`config.mk`:
```
export PLATFORM = sky130hd
export DESIGN_NAME = ps2_rx_framer
export DESIGN_NICKNAME = d
export VERILOG_FILES = /design/src/rtl/ps2_rx_framer.sv
export SDC_FILE = /design/constraint.sdc
export NUM_CORES = 1
export LEC_CHECK = 0
export CAP_MARGIN = 25
export CORE_AREA = 4 4 69 71
export DETAILED_ROUTE_END_ITERATION = 8
export DIE_AREA = 0 0 73 75
export PLACE_DENSITY_LB_ADDON = 0.05
export SLEW_MARGIN = 20
export SYNTH_ARGS = -nofsm -noshare
export SYNTH_HDL_FRONTEND = slang
export SYNTH_SLANG_ARGS = --single-unit
```
`constraint.sdc`:
```
create_clock -name Clock -period 2.1 [get_ports Clock]
set_input_delay 0.42 -clock Clock [delete_from_list [all_inputs] [get_ports Clock]]
set_output_delay 0.42 -clock Clock [all_outputs]
set_load 0.02 [all_outputs]
```
`src/rtl/ps2_rx_framer.sv`:
```
// PS/2 device-to-host receiver: synchronizes and deglitches the raw lines and frames 11-bit words into bytes.
// Optional macro PS2_PARITY_CHECK_EN enables odd-parity validation; otherwise only the stop bit decides validity.
module ps2_rx_framer #(
  parameter int unsigned FILTER_LEN     = 4,
  parameter int unsigned TIMEOUT_CYCLES = 50000
) (
  input  logic       Clock,
  input  logic       Reset,
  input  logic       PS2_CLK,
  input  logic       PS2_DAT,
  output logic [7:0] data,
  output logic       data_en,
  output logic       frame_err
);

  localparam int unsigned TW = $clog2(TIMEOUT_CYCLES + 1);

  typedef enum logic [1:0] {IDLE, DATA, PARITY, STOP} state_t;

  state_t       state_q, state_d;
  logic         clk_s1_q, clk_s2_q, dat_s1_q, dat_s2_q;
  logic         filt_q, filt_d;
  logic [3:0]   flt_cnt_q, flt_cnt_d;
  logic [2:0]   bit_cnt_q, bit_cnt_d;
  logic [7:0]   shift_q, shift_d;
  logic [TW-1:0] to_cnt_q, to_cnt_d;
  logic [7:0]   data_q, data_d;
  logic         data_en_q, data_en_d;
  logic         frame_err_q, frame_err_d;
  logic         fall, timeout_hit, stop_edge, parity_ok, frame_ok;

`ifdef PS2_PARITY_CHECK_EN
  logic par_q, par_d;
  assign parity_ok = ^{shift_q, par_q};
`else
  assign parity_ok = 1'b1;
`endif

  // The filtered level only moves once FILTER_LEN consecutive samples disagree with it.
  always_comb begin
    filt_d    = filt_q;
    flt_cnt_d = '0;
    if (clk_s2_q != filt_q) begin
      if (flt_cnt_q == 4'(FILTER_LEN - 1)) filt_d = clk_s2_q;
      else flt_cnt_d = flt_cnt_q + 4'd1;
    end
  end

  assign fall        = filt_q & ~filt_d;
  assign timeout_hit = (state_q != IDLE) && !fall && (to_cnt_q == TW'(TIMEOUT_CYCLES - 1));
  assign stop_edge   = (state_q == STOP) && fall;
  assign frame_ok    = dat_s2_q && parity_ok;

  always_ff @(posedge Clock or posedge Reset) begin
    if (Reset) state_q <= IDLE;
    else       state_q <= state_d;
  end

  always_comb begin
    state_d   = state_q;
    bit_cnt_d = bit_cnt_q;
    shift_d   = shift_q;
`ifdef PS2_PARITY_CHECK_EN
    par_d     = par_q;
`endif
    if (timeout_hit) begin
      state_d = IDLE;
    end else if (fall) begin
      case (state_q)
        IDLE: if (!dat_s2_q) begin
          state_d   = DATA;
          bit_cnt_d = '0;
        end
        DATA: begin
          shift_d = {dat_s2_q, shift_q[7:1]};
          if (bit_cnt_q == 3'd7) state_d = PARITY;
          else bit_cnt_d = bit_cnt_q + 3'd1;
        end
        PARITY: begin
`ifdef PS2_PARITY_CHECK_EN
          par_d = dat_s2_q;
`endif
          state_d = STOP;
        end
        STOP:    state_d = IDLE;
        default: state_d = IDLE;
      endcase
    end
    if (state_q == IDLE || fall || timeout_hit) to_cnt_d = '0;
    else to_cnt_d = to_cnt_q + TW'(1);
  end

  // Stop-edge and timeout are mutually exclusive, so the strobes can never overlap.
  always_comb begin
    data_d      = data_q;
    data_en_d   = 1'b0;
    frame_err_d = 1'b0;
    if (stop_edge) begin
      if (frame_ok) begin
        data_d    = shift_q;
        data_en_d = 1'b1;
      end else begin
        frame_err_d = 1'b1;
      end
    end else if (timeout_hit) begin
      frame_err_d = 1'b1;
    end
  end

  always_ff @(posedge Clock or posedge Reset) begin
    if (Reset) begin
      clk_s1_q    <= 1'b1;
      clk_s2_q    <= 1'b1;
      dat_s1_q    <= 1'b1;
      dat_s2_q    <= 1'b1;
      filt_q      <= 1'b1;
      flt_cnt_q   <= '0;
      bit_cnt_q   <= '0;
      shift_q     <= '0;
      to_cnt_q    <= '0;
      data_q      <= '0;
      data_en_q   <= 1'b0;
      frame_err_q <= 1'b0;
`ifdef PS2_PARITY_CHECK_EN
      par_q       <= 1'b0;
`endif
    end else begin
      clk_s1_q    <= PS2_CLK;
      clk_s2_q    <= clk_s1_q;
      dat_s1_q    <= PS2_DAT;
      dat_s2_q    <= dat_s1_q;
      filt_q      <= filt_d;
      flt_cnt_q   <= flt_cnt_d;
      bit_cnt_q   <= bit_cnt_d;
      shift_q     <= shift_d;
      to_cnt_q    <= to_cnt_d;
      data_q      <= data_d;
      data_en_q   <= data_en_d;
      frame_err_q <= frame_err_d;
`ifdef PS2_PARITY_CHECK_EN
      par_q       <= par_d;
`endif
    end
  end

  assign data      = data_q;
  assign data_en   = data_en_q;
  assign frame_err = frame_err_q;

endmodule

```
==> flow_summary_export.csv <==
group,metric,value,unit
run_status,outcome,"complete, no violations",
power_and_ir_drop,fin_total_pwr,0.00190,W
floorplan,initial_utilization,50.7,%
grt,grt_pass1_vias,1408,
worst_hold_path,worstHoldEndpoint,"clk_s2_q",
worst_setup_path,crit_required,2280,ps
worst_hold_path,hold_path_class,"flip-flop to flip-flop",
route,drtAntennaViolNets,0,
clock_network,h-tree-depth,2,
timing,slew_viol_final,0,
synth,ys_warn_count,0,
cells_and_area,diodes,0,
floorplan,die-area,5480,um^2
clock_network,post_cts_buffers,0,
clock_network,cts_tree,"built",
synth,async_flop_share,100,%
timing,final.setup.worst_slack,236,ps
floorplan,rows,24,
floorplan,ios,14,
timing,fmax,0.537,GHz
synth,synth_seq_area_share,56.3,%
timing,fin_setup_tns,0,ps
timing,slew_headroom,68.4,%
timing,rsz0062_at_grt,"no",
timing,tightestPinTransition,473,ps
clock_network,numCtsBuffers,5,
floorplan,die_w,73,um
clock_network,cts.sinks,48,
synth,synth_nets,190,
placed_design,hpwl,2550,um
route,drt-total-wl,3490,um
worst_setup_path,rr_startpoint,"flt_cnt_q[0]",
cells_and_area,nNetsFinal,209,
placed_design,post_dp_cell_area,2340,um^2
worst_hold_path,hold_depth,0,
timing,setup_viol_count_final,0,
power_and_ir_drop,powerDensity,781,nW/um^2
grt,grt_pass1_wl,6290,um
worst_setup_path,cp.arrival,2040,ps
clock_network,ctsHoldBuffers,0,
timing,hold_viol_final,0,
timing,post-route-period-util,88.7,%
synth,netlist_area,2150,um^2
clock_network,clockBufferDepth,2,
route,drt-vias-per-instance,5.32,
route,wl_per_cell,14.0,um
worst_setup_path,cp_max_fo,9,
grt,track_usage,14.8,%
route,drc,0,
worst_setup_path,reg2regPathDepth,5,
worst_setup_path,crit_path_end_kind,"flip-flop",
placed_design,gp_congestion,0.771,
timing,finClkSkew,6.40,ps
synth,synth_flop_cell,"dfrtp_1",
synth,synth_area_leaders,"dfrtp_1 (50%), mux2_2 (8.9%), dfstp_2 (6.1%)",
route,vias,1325,
worst_setup_path,crit_path_max_incr_delay,380,ps
synth,synth.distinct_cells,31,
synth,synth_seq_cells,48,
worst_setup_path,path_delay_family,"simple AND/OR/NAND/NOR gates",
synth,syn_avg_cell_area,12.1,um^2
worst_setup_path,crit_chain,"ha_1 -> nor3b_4 -> and2_1 -> nand3_4 -> mux2_2",
worst_setup_path,cp_slowest_cell,"dfrtp_1",
worst_setup_path,worstReg2RegEnd,"data[2]",
synth,synth_largest_area_cell,"dfrtp_1",
clock_network,root_buffer,"clkbuf_8",
worst_setup_path,path_class,"flip-flop to flip-flop",
placed_design,io_buffers,13,
synth,yosys.area.top_type_share,50.1,%
cells_and_area,regArea,1210,um^2
power_and_ir_drop,max-vdd-ir-drop,457,uV
route,drt_pass1_iterations,4,
clock_network,insertion_delay,300,ps
route,drtIter0Drc,38,
cells_and_area,final_cell_mix,"dfrtp_1 (43), nor2_1 (19), mux2_2 (17), clkdlybuf4s50_1 (13), xnor2_1 (12)",
worst_setup_path,critPathLaunch,"flt_cnt_q[0]",
cells_and_area,fillers,348,
cells_and_area,drive_gt1_share,16.8,%
run,drv_cap,0,
clock_network,clkTransAtPathRegs,80,ps
worst_setup_path,r2r_slack,240,ps
grt,grt_overflow,0,
floorplan,core,4230,um^2
grt,grt_start_max_net_pins,29,
cells_and_area,syn_to_final_growth,13.5,%
power_and_ir_drop,p_leak,1.09,nW
worst_setup_path,worst_setup_path_start_kind,"flip-flop",
synth,synth_edf_count,0,
cells_and_area,layout_commonest_cell,"dfrtp_1",
cells_and_area,multi_input_comb_area,888,um^2
worst_hold_path,min_from,"clk_s1_q",
synth,netlist_instances,177,
cells_and_area,stdcell_area,2430,um^2
timing,min_period,1860,ps
placed_design,place_ws,233,ps
grt,antenna_found_initial,0,
worst_setup_path,cp.buffers_inverters,0,
floorplan,die_h,75,um
clock_network,post_cts_resized,0,
-- registers in the layout, summed over array words and instances, names as in the netlist --
name / cells
bit_cnt_q: 3
clk_s1_q: 1
clk_s2_q: 1
dat_s1_q: 1
dat_s2_q: 1
data: 8
data_en: 1
filt_q: 1
flt_cnt_q: 4
frame_err: 1
shift_q: 8
state_q: 2
to_cnt_q: 16
-- cell usage after synthesis (all sizes together) (4+ instances only) --
cell / n
xnor2: 12
inv: 9
nor2: 19
mux2: 17
nand4: 6
dfstp: 5
dfrtp: 43
nor3: 7
nand2: 10
ha: 9
nand3: 6
nor4: 4
xor2: 4
-- area by class of cell --
| cell class | count | share of cell area, % |
|---|---|---|
| clock buffers | 8 | 3.70 |
| inverters | 9 | 1.39 |
| multi-input cells | 118 | 36.5 |
| flip-flops and latches | 48 | 49.6 |
| well taps | 52 | 2.67 |
| repair buffers | 14 | 6.17 |
-- logic make-up (layout without fill, tap and decap cells) --
family                     count (synthesis)  in the layout  synth area share (%)
AOI/OAI and AO/OA                          6              6                  1.63
xor gates and xnor gates                  16             16                  6.53
adders and majority gates                  9              9                  5.25
buffers and inverters                     11             31                  2.33
DFF                                       48             48                  56.3
muxes                                     20             20                  10.3
and+or+nand+nor                           67             67                  17.7
-- worst max-delay path by stage --
stage | slack, ps | cells after the start | to
floorplan | 500 | 6 | data[0]
global placement | 310 | 5 | data[5]
detailed placement | 230 | 5 | data[2]
CTS | 210 | 5 | data[2]
global route | 70 | 5 | data[7]
finish | 240 | 5 | data[2]
-- per-layer routing --
layer / global-route usage (%) / routed length, um / vias to the layer above
li1: - / - / 648
met1: 19.3 / 1650 / 656
met2: 23.0 / 1670 / 15
met3: 4.41 / 103 / 6
met4: 6.56 / 65 / 0
met5: 0 / 0 / -
-- power breakdown --
group / internal (W) / switching (W)
Sequential: 0.000992 / 0.0000508
Combinational: 0.000117 / 0.000188
Clock: 0.000269 / 0.000286
-- metrics by stage --
stage	hold WS [ps]	instances	util, %
floorplan	345	177	-
global placement	346	241	55.4
detailed placement	347	241	55.4
CTS	359	249	57.5
global route	365	249	57.5
finish	357	249	57.5
(Power assumes the default switching activity.)
